--- src/rtl/pot_scanner_if.sv ---
// SPI bus shared by the two MCP3008-style potentiometer ADCs.
// The master drives the clock, command data and both chip selects.
// The ADCs drive the single shared data-return line.
interface pot_scanner_if;
  logic       adc_sclk;
  logic       adc_mosi;
  logic       adc_miso;
  logic [1:0] adc_cs_n;

  modport master (output adc_sclk, output adc_mosi, output adc_cs_n, input adc_miso);
  modport slave  (input adc_sclk, input adc_mosi, input adc_cs_n, output adc_miso);
endinterface

--- src/rtl/pot_scanner.sv ---
// Round-robin scanner for twelve potentiometers read through two MCP3008-style ADCs.
// Each channel frame is SETUP, SHIFT (17 SCLK periods), HOLD, COMMIT and GAP.
// A new reading is committed only if it moves past the hysteresis band, lands
// on an endpoint, or is the first reading for that channel since reset.
module pot_scanner #(
  parameter int unsigned CLK_DIV = 25,
  parameter int unsigned HYST    = 2
) (
  input  logic                 clk,
  input  logic                 rst,
  input  logic                 scan_en_i,
  pot_scanner_if.master        adc,
  output logic [119:0]         values_o,
  output logic                 update_o,
  output logic [3:0]           update_idx_o,
  output logic                 scan_done_o
);

  localparam logic [2:0] S_IDLE   = 3'd0;
  localparam logic [2:0] S_SETUP  = 3'd1;
  localparam logic [2:0] S_SHIFT  = 3'd2;
  localparam logic [2:0] S_HOLD   = 3'd3;
  localparam logic [2:0] S_COMMIT = 3'd4;
  localparam logic [2:0] S_GAP    = 3'd5;

  localparam logic [7:0]  DIV_LAST  = 8'(CLK_DIV - 1);
  localparam logic [5:0]  HALF_LAST = 6'd33;
  localparam logic [5:0]  DATA_RISE = 6'd14;
  localparam logic [10:0] HYST_W    = 11'(HYST);
  localparam logic [3:0]  CHAN_LAST = 4'd11;

  logic [2:0]   state_q,  state_d;
  logic [7:0]   cnt_q,    cnt_d;
  logic [5:0]   half_q,   half_d;
  logic [3:0]   chan_q,   chan_d;
  logic         sclk_q,   sclk_d;
  logic         mosi_q,   mosi_d;
  logic [1:0]   cs_n_q,   cs_n_d;
  logic [9:0]   shift_q,  shift_d;
  logic [119:0] values_q, values_d;
  logic [11:0]  loaded_q, loaded_d;

  logic [9:0]   old_val;
  logic [10:0]  diff;
  logic         do_write;
  logic [5:0]   half_nx;
  logic [4:0]   period_nx;
  logic         cmd_bit;
  logic [3:0]   chan_nx;

  // Stored value of the channel being scanned and its distance to the new reading
  always_comb begin
    old_val = values_q[10*int'(chan_q) +: 10];
    if (shift_q >= old_val) diff = {1'b0, shift_q} - {1'b0, old_val};
    else                    diff = {1'b0, old_val} - {1'b0, shift_q};
  end

  // Commit decision: first load, outside the hysteresis band, or an endpoint change
  always_comb begin
    do_write = (state_q == S_COMMIT) &&
               (!loaded_q[chan_q] || (diff > HYST_W) ||
                (((shift_q == '0) || (shift_q == '1)) && (shift_q != old_val)));
  end

  // Command bit for the SCLK period that starts at the next falling edge
  always_comb begin
    half_nx   = half_q + 6'd1;
    period_nx = half_nx[5:1];
    chan_nx   = (chan_q == CHAN_LAST) ? '0 : chan_q + 4'd1;
    case (period_nx)
      5'd1:    cmd_bit = 1'b1;
      5'd2:    cmd_bit = chan_q[2];
      5'd3:    cmd_bit = chan_q[1];
      5'd4:    cmd_bit = chan_q[0];
      default: cmd_bit = 1'b0;
    endcase
  end

  // Frame sequencer, SPI waveform generation, data capture and commit
  always_comb begin
    state_d  = state_q;
    cnt_d    = cnt_q;
    half_d   = half_q;
    chan_d   = chan_q;
    sclk_d   = sclk_q;
    mosi_d   = mosi_q;
    cs_n_d   = cs_n_q;
    shift_d  = shift_q;
    values_d = values_q;
    loaded_d = loaded_q;
    case (state_q)
      S_IDLE: begin
        if (scan_en_i) begin
          state_d = S_SETUP;
          cnt_d   = '0;
          cs_n_d  = chan_q[3] ? 2'b01 : 2'b10;
        end
      end
      S_SETUP: begin
        if (cnt_q == DIV_LAST) begin
          state_d = S_SHIFT;
          cnt_d   = '0;
          half_d  = '0;
          mosi_d  = 1'b1;
        end else begin
          cnt_d = cnt_q + 8'd1;
        end
      end
      S_SHIFT: begin
        if (cnt_q == DIV_LAST) begin
          cnt_d  = '0;
          sclk_d = ~sclk_q;
          if (!half_q[0]) begin
            // Rising edge: the last ten periods carry B9..B0
            if (half_q >= DATA_RISE) shift_d = {shift_q[8:0], adc.adc_miso};
            half_d = half_nx;
          end else if (half_q == HALF_LAST) begin
            state_d = S_HOLD;
            half_d  = '0;
            mosi_d  = 1'b0;
          end else begin
            // Falling edge: MOSI only moves while SCLK is low
            half_d = half_nx;
            mosi_d = cmd_bit;
          end
        end else begin
          cnt_d = cnt_q + 8'd1;
        end
      end
      S_HOLD: begin
        if (cnt_q == DIV_LAST) begin
          state_d = S_COMMIT;
          cnt_d   = '0;
          cs_n_d  = '1;
        end else begin
          cnt_d = cnt_q + 8'd1;
        end
      end
      S_COMMIT: begin
        if (do_write) begin
          values_d[10*int'(chan_q) +: 10] = shift_q;
          loaded_d[chan_q]                = 1'b1;
        end
        state_d = S_GAP;
        cnt_d   = '0;
      end
      S_GAP: begin
        if (cnt_q == DIV_LAST) begin
          cnt_d  = '0;
          chan_d = chan_nx;
          if (scan_en_i) begin
            state_d = S_SETUP;
            cs_n_d  = chan_nx[3] ? 2'b01 : 2'b10;
          end else begin
            state_d = S_IDLE;
          end
        end else begin
          cnt_d = cnt_q + 8'd1;
        end
      end
      default: begin
        state_d = S_IDLE;
        cs_n_d  = '1;
        sclk_d  = 1'b0;
        mosi_d  = 1'b0;
      end
    endcase
  end

  // State registers; reset aborts any frame in flight immediately
  always_ff @(posedge clk or posedge rst) begin
    if (rst) begin
      state_q  <= S_IDLE;
      cnt_q    <= '0;
      half_q   <= '0;
      chan_q   <= '0;
      sclk_q   <= 1'b0;
      mosi_q   <= 1'b0;
      cs_n_q   <= '1;
      shift_q  <= '0;
      values_q <= '0;
      loaded_q <= '0;
    end else begin
      state_q  <= state_d;
      cnt_q    <= cnt_d;
      half_q   <= half_d;
      chan_q   <= chan_d;
      sclk_q   <= sclk_d;
      mosi_q   <= mosi_d;
      cs_n_q   <= cs_n_d;
      shift_q  <= shift_d;
      values_q <= values_d;
      loaded_q <= loaded_d;
    end
  end

  assign adc.adc_sclk = sclk_q;
  assign adc.adc_mosi = mosi_q;
  assign adc.adc_cs_n = cs_n_q;

  // Pulses are decoded from the COMMIT state so they coincide with the write edge
  always_comb begin
    values_o     = values_q;
    update_o     = do_write;
    update_idx_o = do_write ? chan_q : '0;
    scan_done_o  = (state_q == S_COMMIT) && (chan_q == CHAN_LAST);
  end

endmodule

--- src/flat_wrapper.sv ---
// flat-port wrapper written by rule: the top's interface ports become plain ports
module pot_scanner_flat 
#(
  parameter int unsigned CLK_DIV = 25,
  parameter int unsigned HYST    = 2
)
  (clk, rst, scan_en_i, values_o, update_o, update_idx_o, scan_done_o, adc_adc_sclk, adc_adc_mosi, adc_adc_cs_n, adc_adc_miso);
  pot_scanner_if adc_i ();
  input  logic clk;
  input  logic rst;
  input  logic scan_en_i;
  output logic [119:0] values_o;
  output logic update_o;
  output logic [3:0] update_idx_o;
  output logic scan_done_o;
  output wire logic [$bits(adc_i.adc_sclk)-1:0] adc_adc_sclk;
  output wire logic [$bits(adc_i.adc_mosi)-1:0] adc_adc_mosi;
  output wire logic [$bits(adc_i.adc_cs_n)-1:0] adc_adc_cs_n;
  input wire logic [$bits(adc_i.adc_miso)-1:0] adc_adc_miso;
  assign adc_adc_sclk = adc_i.adc_sclk;
  assign adc_adc_mosi = adc_i.adc_mosi;
  assign adc_adc_cs_n = adc_i.adc_cs_n;
  assign adc_i.adc_miso = adc_adc_miso;
  pot_scanner #(.CLK_DIV(CLK_DIV), .HYST(HYST)) u_core (.clk(clk), .rst(rst), .scan_en_i(scan_en_i), .adc(adc_i), .values_o(values_o), .update_o(update_o), .update_idx_o(update_idx_o), .scan_done_o(scan_done_o));
endmodule
--- config.mk ---
export PLATFORM = sky130hd
export DESIGN_NAME = pot_scanner_flat
export DESIGN_NICKNAME = d
export VERILOG_FILES = /design/src/rtl/pot_scanner_if.sv /design/src/rtl/pot_scanner.sv /design/src/flat_wrapper.sv
export SDC_FILE = /design/constraint.sdc
export NUM_CORES = 1
export LEC_CHECK = 0
export BUFFER_PORTS_ARGS = -buffer_cell sky130_fd_sc_hd__buf_2
export CAP_MARGIN = 20
export CELL_PAD_IN_SITES_DETAIL_PLACEMENT = 1
export CELL_PAD_IN_SITES_GLOBAL_PLACEMENT = 2
export CORE_UTILIZATION = 40
export CTS_CLUSTER_DIAMETER = 200
export DETAILED_ROUTE_END_ITERATION = 10
export PLACE_DENSITY_LB_ADDON = 0.1
export SYNTH_ARGS = -nofsm -noshare
export SYNTH_HDL_FRONTEND = slang
export SYNTH_SLANG_ARGS = --single-unit
--- constraint.sdc ---
create_clock -name clk -period 12.55 [get_ports clk]
set_input_delay 0.6275 -clock clk [delete_from_list [all_inputs] [get_ports clk]]
set_output_delay 0.6275 -clock clk [all_outputs]
set_load 0.005 [all_outputs]
==> results by group, run 1 <==
Status
  – Status: finished clean

Global routing
  – Met3 GRT Util: 4.89%
  – Met1 usage in global routing: 40.2%
  – Largest net degree at the start of global routing: 94
  – Gr busiest metal: met2
  – Vias in the first global route: 9938
  – Initial antenna violation count: 1
  – GRT Total Usage: 30.4%
  – First-pass GRT wire length: 63500 µm
  – Grt ovf: 0
  – Met2 usage: 47.6%

STA
  – Fin crit share: 57.7%
  – Final hold violation count: 0
  – # setup viols final: 0
  – Slew headroom: 18.0%
  – Fin Clk Skew: 0.0223 ns
  – Min cycle time layout: 7.25 ns
  – Fmax: 0.138 GHz
  – RSZ-0062 raised after global routing: false
  – Max-slew violation count: 0
  – Setup TNS: 0 ns
  – Worst-Margin Slew: approximately 1.2 ns

Final layout
  – Area occupied by multi-input gates: 0.00632 mm²
  – Reg area: 0.00419 mm²
  – Fillers: 3054
  – Layout cells sized above 1: 27.9%
  – NumNets Final: 1254
  – Area grow syn2layout: 13.6%
  – Non-Filler Instances: 1567

Drt
  – Routed Antenna Nets: 0
  – Vias: 9759
  – Total wire length: 41900 µm
  – 1st-iter DRT viols: between 600 and 700
  – Routed vias/inst: 6.23
  – Drt first pass iters: 5
  – DRC: 0
  – WL/cell: between 20 and 30 µm

Placed design
  – Dpl hpwl: 31600 µm
  – Placed Cells incl. Taps: 1535
  – Port Buffers: 133
  – GP Congestion: about 0.86

Synthesis
  – Seq/Total Area, Yosys: between 30% and 40%
  – Most common cell in the netlist: dfrtp_1
  – Number of flops mapped to enable cells by yosys: 0
  – Avg Cell Area, Syn: 9.89 µm²
  – Top cell type's share of synthesized area: about 38%
  – Synth Register Bits: 167
  – Syn Inst Count: 1108
  – Top post-synthesis cells by count: dfrtp_1 (165), nand2_1 (104), o21ai_0 (94)
  – Most area-hungry cell type in the Yosys netlist: dfrtp_1
  – Ys flop type: dfrtp_1
  – Async SR Flop Fraction: 100%
  – Mapped Area: between 0.01 and 0.015 mm²
  – Synth Warn #: 0
  – Netlist cell types: 71
  – Ranking of synthesized cells by area: dfrtp_1 (38%), mux2_2 (8.1%), mux4_2 (4.7%)
  – Syn nets: 1149

Power and ir drop
  – Power Density: 110 mW/mm²
  – Pleak: 5.83 nW
  – Max rail drop VDD: 0.0000881 V

Setup path
  – Endpoint class of the critical path: output pin
  – Critical path class: flip-flop to output pin
  – Most used cell, CP: buf_4
  – CP arrival: between 6 and 7 ns
  – Startpoint Class: flip-flop
  – CP Cell Sequence: buf_4, mux4_2, mux2i_1, o22a_1, inv_1, ha_1, o211a_1, o31a_1, o211ai_1, nand2_1, a211oi_2, o2111ai_2, nor4_4, buf_4, nor2_1, and2_1, buf_2
  – Max stage delay cell, worst path: dfrtp_4
  – Slowest stage delay, CP: 0.75 ns
  – CP Max Fanout: 61
  – Critical path required time: 11.92 ns

Clock tree
  – CTS Buf Count: 17
  – CTS tree: built
  – Clock transition at path regs: about 0.080 ns
  – Clock Latency Late Sink: 0.45 ns
  – CTS max path bufs: 2
  – Postcts setup bufs: 0
  – Post-cts sizing count: 0
  – # hold bufs at CTS: 0
  – CTS Root Buffer Type: clkbuf_16
  – Htree depth: 4
  – CTS sink count: 167

Die
  – Core Area: around 0.027 mm²
  – Die width: 167 µm
  – Starting Density: 40.8%
  – Die H: 167 µm
  – Top Ports: 134
  – Die area: roughly 0.028 mm²
  – Row count: 60

Flow run
  – Max Cap Violations: 0

Hold path
  – Worst Hold Class: input pin to asynchronous set/reset pin
==> layout by cell type (no fill, tap or decap), drive strengths merged, types with 3 or more instances in the layout <==
master / n
inv: 39
or4: 6
and3: 15
mux4: 23
mux2i: 34
xor2: 13
clkbuf: 17
nand4: 24
nor2: 77
o211ai: 9
mux2: 108
o21a: 10
nand4b: 3
nor2b: 4
a21o: 12
a211oi: 6
nor4: 10
nand2b: 5
o31ai: 10
xnor2: 8
nor3: 34
a31oi: 6
a31o: 12
dfrtp: 165
ha: 34
o22ai: 31
o22a: 11
nand3: 41
nand2: 104
buf: 150
clkinv: 8
o21ai: 96
a32oi: 3
fa: 3
o2bb2ai: 5
nor4b: 4
and2: 5
or3: 16
a21oi: 43
==> routing by layer <==
| metal | up-vias | routed length [µm] |
|---|---|---|
| met5 | - | 0 |
| met4 | 0 | 2170 |
| met3 | 89 | 2200 |
| met2 | 337 | 19600 |
| met1 | 5015 | 17900 |
| li1 | 4318 | - |
==> stage by stage <==
step / cell area, µm² / hold slack [ns] / setup slack [ns] / utilization, % / total power [W]
finish: 12400 / 0.335 / 5.30 / 46.3 / 0.00137
global route: 12400 / 0.411 / 4.98 / 46.3 / 0.00142
global placement: 11900 / 0.445 / 5.95 / 44.1 / 0.000840
CTS: 12400 / 0.393 / 5.31 / 46.3 / 0.00138
floorplan: 11000 / 0.436 / 6.73 / - / 0.000773
detailed placement: 11900 / 0.449 / 5.84 / 44.1 / 0.000847
==> cell type report <==
type,instances,area share [%]
inverters,34,1.07
clock buffers,17,3.42
repair buffers,150,6.37
flip-flops and latches,167,33.6
multi-input cells,843,50.8
diodes,1,0.0201
clock inverters,14,1.28
well taps,341,3.43
==> final timing paths <==
path                                           from                   to  slack [ns]  cells past startpoint
worst max-delay path               u_core.chan_q[0]      update_idx_o[3]        5.30                     17
worst min-delay path                            rst  u_core.values_o[86]        0.33                      2
worst max register to register     u_core.chan_q[0]  u_core.loaded_q[11]        6.30                     16
worst min register to register  u_core.loaded_q[10]  u_core.loaded_q[10]        0.46                      1
max in group asynchronous                       rst    u_core.shift_q[9]       10.64                      3
min in group clk                       adc_adc_miso    u_core.shift_q[0]        0.43                      2
==> cell families (layout without fill, tap and decap cells) <==
family	Yosys count	count (layout)	share of synthesized area [%]
compound gates	267	267	15.4
xor+xnor	21	21	1.68
fa+ha+maj	37	37	4.43
buf+inv	98	215	4.15
flops	167	167	38.2
mux	165	165	19.3
other cells	0	1	0
simple gates	353	353	16.8
==> state kept, by name (all words and copies together) (netlist names) <==
name / flops
u_core.shift_q: 10
u_core.state_q: 3
u_core.adc.adc_cs_n: 2
u_core.values_o: 120
u_core.adc.adc_mosi: 1
u_core.half_q: 6
u_core.loaded_q: 12
u_core.cnt_q: 8
u_core.adc.adc_sclk: 1
u_core.chan_q: 4
==> power breakdown <==
part	switching (W)	internal, W
registers	0.0000311	0.000559
logic	0.000169	0.0000791
clock network	0.000268	0.000266
==> critical path: cells and delay by family, from the launching register on <==
kind            cells  cell delay, ns
compound gates      6            1.65
buf+inv             4            1.36
simple gates        4            1.15
mux                 2            0.80
flops               1            0.75
fa+ha+maj           1            0.40
(Power assumes the default switching activity.)
==> run 2, diff against run 1 <==
--- a/config.mk
+++ b/config.mk
@@ -9,7 +9,7 @@
 export CAP_MARGIN = 20
 export CELL_PAD_IN_SITES_DETAIL_PLACEMENT = 1
 export CELL_PAD_IN_SITES_GLOBAL_PLACEMENT = 2
-export CORE_UTILIZATION = 40
+export CORE_UTILIZATION = 38
 export CTS_CLUSTER_DIAMETER = 200
 export DETAILED_ROUTE_END_ITERATION = 10
 export PLACE_DENSITY_LB_ADDON = 0.1
==> constraint.sdc (replaced) <==
create_clock -name clk -period 7.4 [get_ports clk]
set_input_delay 0.37 -clock clk [delete_from_list [all_inputs] [get_ports clk]]
set_output_delay 0.37 -clock clk [all_outputs]
set_load 0.005 [all_outputs]
==> run 2 against run 1 <==
Against the previous run: the flow now finishes with violations (negative hold slack); count of clock-buffer cells in the layout increased by 1; first-iteration DRC count decreased by 10%; clock power increased by 74%; sequential power increased by 69%; via count decreased by 1.2%; global-route usage decreased by 0.54 points; critical path type unchanged.
==> results by group, run 2 (synthesis gave the netlist of run 1 again) <==
Status
  – Status: finished with violations (was finished clean)
  – Failing checks: negative hold slack

Placed design
  – Setup slack at placement: 1.50 ns (was 5.84 ns)
  – Dpl hpwl: 32200 µm (was 31600 µm)
  – Port Buffers: 133 (unchanged)
  – GP Congestion: 0.882 (was 0.862)

Clock tree
  – Clock Latency Late Sink: 0.46 ns (was 0.45 ns)
  – CTS tree: built (unchanged)
  – Htree depth: 4 (unchanged)
  – # hold bufs at CTS: 0 (unchanged)
  – Postcts setup bufs: 0 (unchanged)
  – CTS sink count: 167 (unchanged)
  – CTS Buf Count: 17 (unchanged)
  – Post-cts sizing count: 0 (unchanged)
  – CTS Root Buffer Type: clkbuf_16 (unchanged)
  – CTS max path bufs: 2 (unchanged)
  – Clock transition at path regs: 0.09 ns (was 0.08 ns)

Global routing
  – GRT Total Usage: 29.8% (was 30.4%)
  – Grt ovf: 0 (unchanged)
  – Largest net degree at the start of global routing: 67 (was 94)
  – Initial antenna violation count: 1 (unchanged)
  – First-pass GRT wire length: 64400 µm (was 63500 µm)
  – Vias in the first global route: 10000 (was 9938)

Final layout
  – Most frequent cells in the layout: dfrtp_1 (163), buf_2 (133), nand2_1 (104) (unchanged)
  – Most common cell after layout, fill and taps aside: dfrtp_1 (unchanged)
  – Layout cells sized above 1: 28.4% (was 27.9%)
  – Final Util: 44.8% (was 46.3%)
  – Area grow syn2layout: 15.0% (was 13.6%)
  – Antenna Cells: 0 (was 1)
  – Largest register FFs: 120 (unchanged)
  – NumNets Final: 1262 (was 1254)

Drt
  – Routed vias/inst: 5.98 (was 6.23)
  – Routed Antenna Nets: 0 (unchanged)
  – WL/cell: 26.4 µm (was 26.7 µm)
  – Drt first pass iters: 5 (unchanged)
  – Total wire length: 42600 µm (was 41900 µm)
  – Vias: 9643 (was 9759)
  – DRC: 0 (unchanged)
  – 1st-iter DRT viols: 603 (was 670)

Power and ir drop
  – Max rail drop VDD: 0.000147 V (was 0.0000881 V)
  – Power Density: 188 mW/mm² (was 110 mW/mm²)
  – Total power: 0.00236 W (was 0.00137 W)
  – Pleak: 5.88 nW (was 5.83 nW)

Setup path
  – CP arrival: 5.83 ns (was 6.62 ns)
  – Critical path class: flip-flop to output pin (unchanged)
  – R2R depth: 15 (was 16)
  – CP Max Fanout: 61 (unchanged)
  – Endpoint class of the critical path: output pin (unchanged)
  – Critical path required time: 7.03 ns (was 11.92 ns)
  – Startpoint Class: flip-flop (unchanged)

Die
  – Die area: 0.0295 mm² (was 0.0281 mm²)
  – Row count: 61 (was 60)
  – Die H: 172 µm (was 167 µm)
  – Die width: 172 µm (was 167 µm)
  – Top Ports: 134 (unchanged)
  – Starting Density: 39.0% (was 40.8%)
  – Core Area: 0.0281 mm² (was 0.0269 mm²)

STA
  – Hold_ws: -0.0211 ns (was 0.335 ns)
  – Setup WS post-layout: 1.20 ns (was 5.30 ns)
  – Setup TNS: 0 ns (unchanged)
  – Final hold violation count: 6 (was 0)
  – Worst-Margin Slew: 1.11 ns (was 1.20 ns)
  – Max-slew violation count: 0 (unchanged)
  – # setup viols final: 0 (unchanged)
  – Min cycle time layout: about 6.2 ns
  – RSZ-0062 raised after global routing: false (unchanged)
  – Fmax: 0.161 GHz
  – Fin crit share: 83.8%
  – Fin Clk Skew: 0.0261 ns (was 0.0223 ns)
  – Slew headroom: 25.8% (was 18.0%)

Hold path
  – Worst Hold Class: input pin to asynchronous set/reset pin (unchanged)

Flow run
  – Max Cap Violations: 0 (unchanged)
-- run 2: cell types whose count changed in the layout (fill, tap and decap cells not counted), sizes merged --
cell / previous run / this run
clkinv: 8 / 9
clkinvlp: 1 / 0
clkbuf: 17 / 18
buf: 150 / 158
diode: 1 / 0
-- run 2: metrics by stage --
stage               area (µm²)  std cells
floorplan                11000       1108
global placement         12000       1577
detailed placement       12000       1580
CTS                      12600       1612
global route             12600       1612
finish                   12600       1612
-- run 2: cell type report --
cell class	instances	area, µm²
repair buffers	158	866
flip-flops and latches	167	4190
inverters	34	133
clock buffers	18	429
multi-input cells	843	6320
fillers	3270	15500
well taps	378	473
clock inverters	14	183
-- run 2: worst paths after layout --
path	startpoint	end	slack, ns
max	u_core.chan_q[1]	update_idx_o[3]	1.20
min	rst	u_core.values_o[86]	-0.02
max reg2reg	u_core.chan_q[1]	u_core.values_o[96]	1.43
min reg2reg	u_core.loaded_q[10]	u_core.loaded_q[10]	0.47
max in group asynchronous	rst	u_core.values_o[9]	6.05
min in group clk	adc_adc_miso	u_core.shift_q[0]	0.17
-- run 2: worst max-delay path, stage by stage, from the launching register on --
cell      delay, ns
dfrtp_2        1.03
mux4_2         0.63
mux2i_1        0.28
o22a_1         0.26
inv_1          0.06
ha_1           0.40
o211a_1        0.26
o31a_1         0.14
o211ai_1       0.56
a21oi_1        0.20
o21ai_0        0.28
nand4b_2       0.20
nor4_4         0.35
buf_12         0.28
nor2_1         0.11
and2_1         0.19
buf_2          0.12
-- run 2: power by group --
group | internal [W] | switching, W
logic | 0.000138 | 0.000292
clock network | 0.000459 | 0.000471
registers | 0.000947 | 0.0000560
-- run 2: layer usage --
layer  track usage [%]  up-vias  wire (µm)
li1                  -     4340          -
met1              39.0     4978      18800
met2              48.2      249      20100
met3              4.07       74       1530
met4              15.3        2       2060
met5                 0        -         13
==> run 3, diff against run 2 <==
--- a/config.mk
+++ b/config.mk
@@ -9,7 +9,7 @@
 export CAP_MARGIN = 20
 export CELL_PAD_IN_SITES_DETAIL_PLACEMENT = 1
 export CELL_PAD_IN_SITES_GLOBAL_PLACEMENT = 2
-export CORE_UTILIZATION = 38
+export CORE_UTILIZATION = 34
 export CTS_CLUSTER_DIAMETER = 200
 export DETAILED_ROUTE_END_ITERATION = 10
 export PLACE_DENSITY_LB_ADDON = 0.1
==> constraint.sdc (replaced) <==
create_clock -name clk -period 5.05 [get_ports clk]
set_input_delay 0.2525 -clock clk [delete_from_list [all_inputs] [get_ports clk]]
set_output_delay 0.2525 -clock clk [all_outputs]
set_load 0.005 [all_outputs]
==> run 3 against run 2 <==
Against the previous run: via count rose by 5.0%; die area rose by 12%; highest routed layer is now met4; largest cell class unchanged; the run now ends clean; count of clock-buffer cells in the layout rose by 1.
==> results by group, run 3 (synthesis gave the netlist of run 1 again) <==
Die
  – Row count: 65 (was 61)
  – Starting Density: 34.6% (was 39.0%)
  – Core Area: 0.0316 mm² (was 0.0281 mm²)
  – Die H: 181 µm (was 172 µm)
  – Die area: 0.0329 mm² (was 0.0295 mm²)
  – Die width: 181 µm (was 172 µm)
  – Top Ports: 134 (unchanged)

Clock tree
  – Clock transition at path regs: 0.07 ns (was 0.09 ns)
  – CTS tree: built (unchanged)
  – Clock Latency Late Sink: 0.47 ns (was 0.46 ns)
  – CTS sink count: 167 (unchanged)
  – Htree depth: 4 (unchanged)
  – CTS Buf Count: 17 (unchanged)
  – CTS max path bufs: 2 (unchanged)
  – CTS Root Buffer Type: clkbuf_16 (unchanged)

Setup path
  – Critical path class: flip-flop to output pin (unchanged)
  – Worst r2r src: u_core.chan_q[0] (was u_core.chan_q[1])
  – Startpoint Class: flip-flop (unchanged)
  – CP arrival: 4.75 ns (was 5.83 ns)
  – Reg2reg end: u_core.values_o[45] (was u_core.values_o[96])
  – R2R depth: 19 (was 15)
  – Endpoint class of the critical path: output pin (unchanged)
  – Critical path required time: 4.80 ns (was 7.03 ns)
  – CP Max Fanout: 7 (was 61)
  – R2R Setup Slk: 0.06 ns (was 1.43 ns)

Drt
  – Drt first pass iters: 5 (unchanged)
  – WL/cell: 26.8 µm (was 26.4 µm)
  – Total wire length: 46000 µm (was 42600 µm)
  – 1st-iter DRT viols: 547 (was 603)
  – Vias: 10100 (was 9643)
  – Routed vias/inst: 5.88 (was 5.98)
  – DRC: 0 (unchanged)
  – Routed Antenna Nets: 0 (unchanged)

Final layout
  – Final Util: 43.7% (was 44.8%)
  – Layout cells sized above 1: 36.8% (was 28.4%)
  – Most frequent cells in the layout: dfrtp_1 (163), buf_2 (133), nand2_1 (103) (was dfrtp_1 (163), buf_2 (133), nand2_1 (104))
  – Area grow syn2layout: 26.3% (was 15.0%)
  – Most common cell after layout, fill and taps aside: dfrtp_1 (unchanged)
  – Largest register FFs: 120 (unchanged)
  – Antenna Cells: 0 (unchanged)
  – NumNets Final: 1348 (was 1262)
  – Non-Filler Instances: 1721 (was 1612)

Placed design
  – Port Buffers: 133 (unchanged)
  – Placed Cells incl. Taps: 1664 (was 1580)
  – GP Congestion: 0.862 (was 0.882)
  – Dpl hpwl: 34100 µm (was 32200 µm)

STA
  – Slew headroom: 39.1% (was 25.8%)
  – Fin crit share: 99.0%
  – Hold_ws: 0.0390 ns (was -0.0211 ns)
  – Fmax: roughly 0.20 GHz
  – Max-slew violation count: 0 (unchanged)
  – RSZ-0062 raised after global routing: true (was false)
  – Worst-Margin Slew: 0.904 ns (was 1.11 ns)
  – # setup viols final: 0 (unchanged)
  – Min cycle time layout: 5.00 ns
  – Final hold violation count: 0 (was 6)
  – Fin Clk Skew: 0.0171 ns (was 0.0261 ns)

Global routing
  – GRT Total Usage: 28.1% (was 29.8%)
  – First-pass GRT wire length: 68400 µm (was 64400 µm)
  – Largest net degree at the start of global routing: 88 (was 67)
  – Grt ovf: 0 (unchanged)
  – Initial antenna violation count: 0 (was 1)
  – Vias in the first global route: 10300 (was 10000)

Power and ir drop
  – Sw frac: 31.9% (was 34.7%)
  – Logic pwr share: 20.7% (was 18.2%)
  – Max rail drop VDD: 0.000268 V (was 0.000147 V)
  – Pleak: 6.42 nW (was 5.88 nW)
  – P_int: 0.00253 W (was 0.00155 W)
  – Total power: 0.00371 W (was 0.00236 W)
  – Sequential share of power: 39.4% (was 42.4%)
  – Clock power frac: 39.9% (was 39.4%)
  – Switching power: 0.00118 W (was 0.000820 W)
  – Power Density: 268 mW/mm² (was 188 mW/mm²)

Hold path
  – Hold Startpoint: adc_adc_miso
  – Worst Hold Path EP: u_core.shift_q[0]
  – Hold path cells: 2
  – Worst Hold Class: input pin to flip-flop (was input pin to asynchronous set/reset pin)

Flow run
  – Max Cap Violations: 0 (unchanged)

Status
  – Status: finished clean (was finished with violations)
## run 3: cell types whose count changed in the layout (fill, tap and decap cells not counted), sizes merged
cell | before | now
clkinvlp | 0 | 2
inv | 39 | 38
bufinv | 0 | 4
clkbuf | 18 | 22
bufbuf | 0 | 1
clkinv | 9 | 2
buf | 158 | 239
dlygate4sd3 | 0 | 1
## run 3: layer usage
layer	up-vias	track usage (%)	share of wire, %
met4	0	11.2	3.6
met5	-	0	0
met3	61	4.03	3.7
met2	275	46.0	48
met1	5273	37.3	45
li1	4518	-	-
## run 3: worst max path at each step
stage	startpoint	to	slack [ns]
4_1_cts	u_core.chan_q[0]	update_idx_o[2]	0.004
2_1_floorplan	u_core.chan_q[0]	u_core.values_o[32]	0.04
3_3_place_gp	u_core.chan_q[1]	u_core.values_o[44]	0.16
5_1_grt	u_core.chan_q[0]	update_idx_o[2]	-0.14
6_report	u_core.chan_q[0]	update_idx_o[2]	0.05
3_5_place_dp	u_core.chan_q[1]	u_core.values_o[77]	-0.07
## run 3: cell type report
| cell class | count | area, µm² |
|---|---|---|
| fillers | 3575 | 17800 |
| multi-input cells | 843 | 6670 |
| flip-flops and latches | 167 | 4190 |
| repair buffers | 244 | 1710 |
| well taps | 402 | 503 |
| clock buffers | 19 | 443 |
| clock inverters | 12 | 190 |
| inverters | 34 | 135 |
## run 3: repair_timing
item,in CTS,in global routing
gates resized for setup,16,60
setup buffers,8,16
pin swaps,4,17
hold buffers,1,0
endpoints found under the hold margin,26,0
setup endpoints to repair,7,77
cloned,1,2
## run 3: worst max-delay path: stages (launching register included)
cell and delay (ns):
dfrtp_4 0.48, buf_12 0.16, buf_12 0.14, mux4_2 0.49, mux2i_1 0.15, o22a_1 0.22
inv_1 0.10, ha_4 0.23, and4_4 0.18, and3_4 0.18, a211o_4 0.32, buf_12 0.14
nor3_1 0.28, nor3_1 0.10, nand4b_1 0.20, buf_4 0.17, nor4_4 0.24, clkbuf_16 0.21
buf_6 0.09, nor3_1 0.04, buf_2 0.15
## run 3: power groups by stage
| stage | clock network [W] | registers, W | logic, W |
|---|---|---|---|
| final | 0.00148 | 0.00146 | 0.000768 |
| after global routing | 0.00155 | 0.00147 | 0.000834 |
| after CTS | 0.00150 | 0.00146 | 0.000721 |
| after detailed placement | 0 | 0.00149 | 0.000683 |
| after global placement | 0 | 0.00149 | 0.000677 |
| after floorplan | 0 | 0.00145 | 0.000472 |
## run 3: per-stage QoR
step                      TNS (ns)  area [µm²]  setup WS, ns
after global placement           0       12500         0.158
after CTS                        0       13300       0.00363
after floorplan                  0       11000        0.0361
after global routing         -1.07       13800        -0.139
after detailed placement    -0.128       12500       -0.0664
final                            0       13800        0.0482
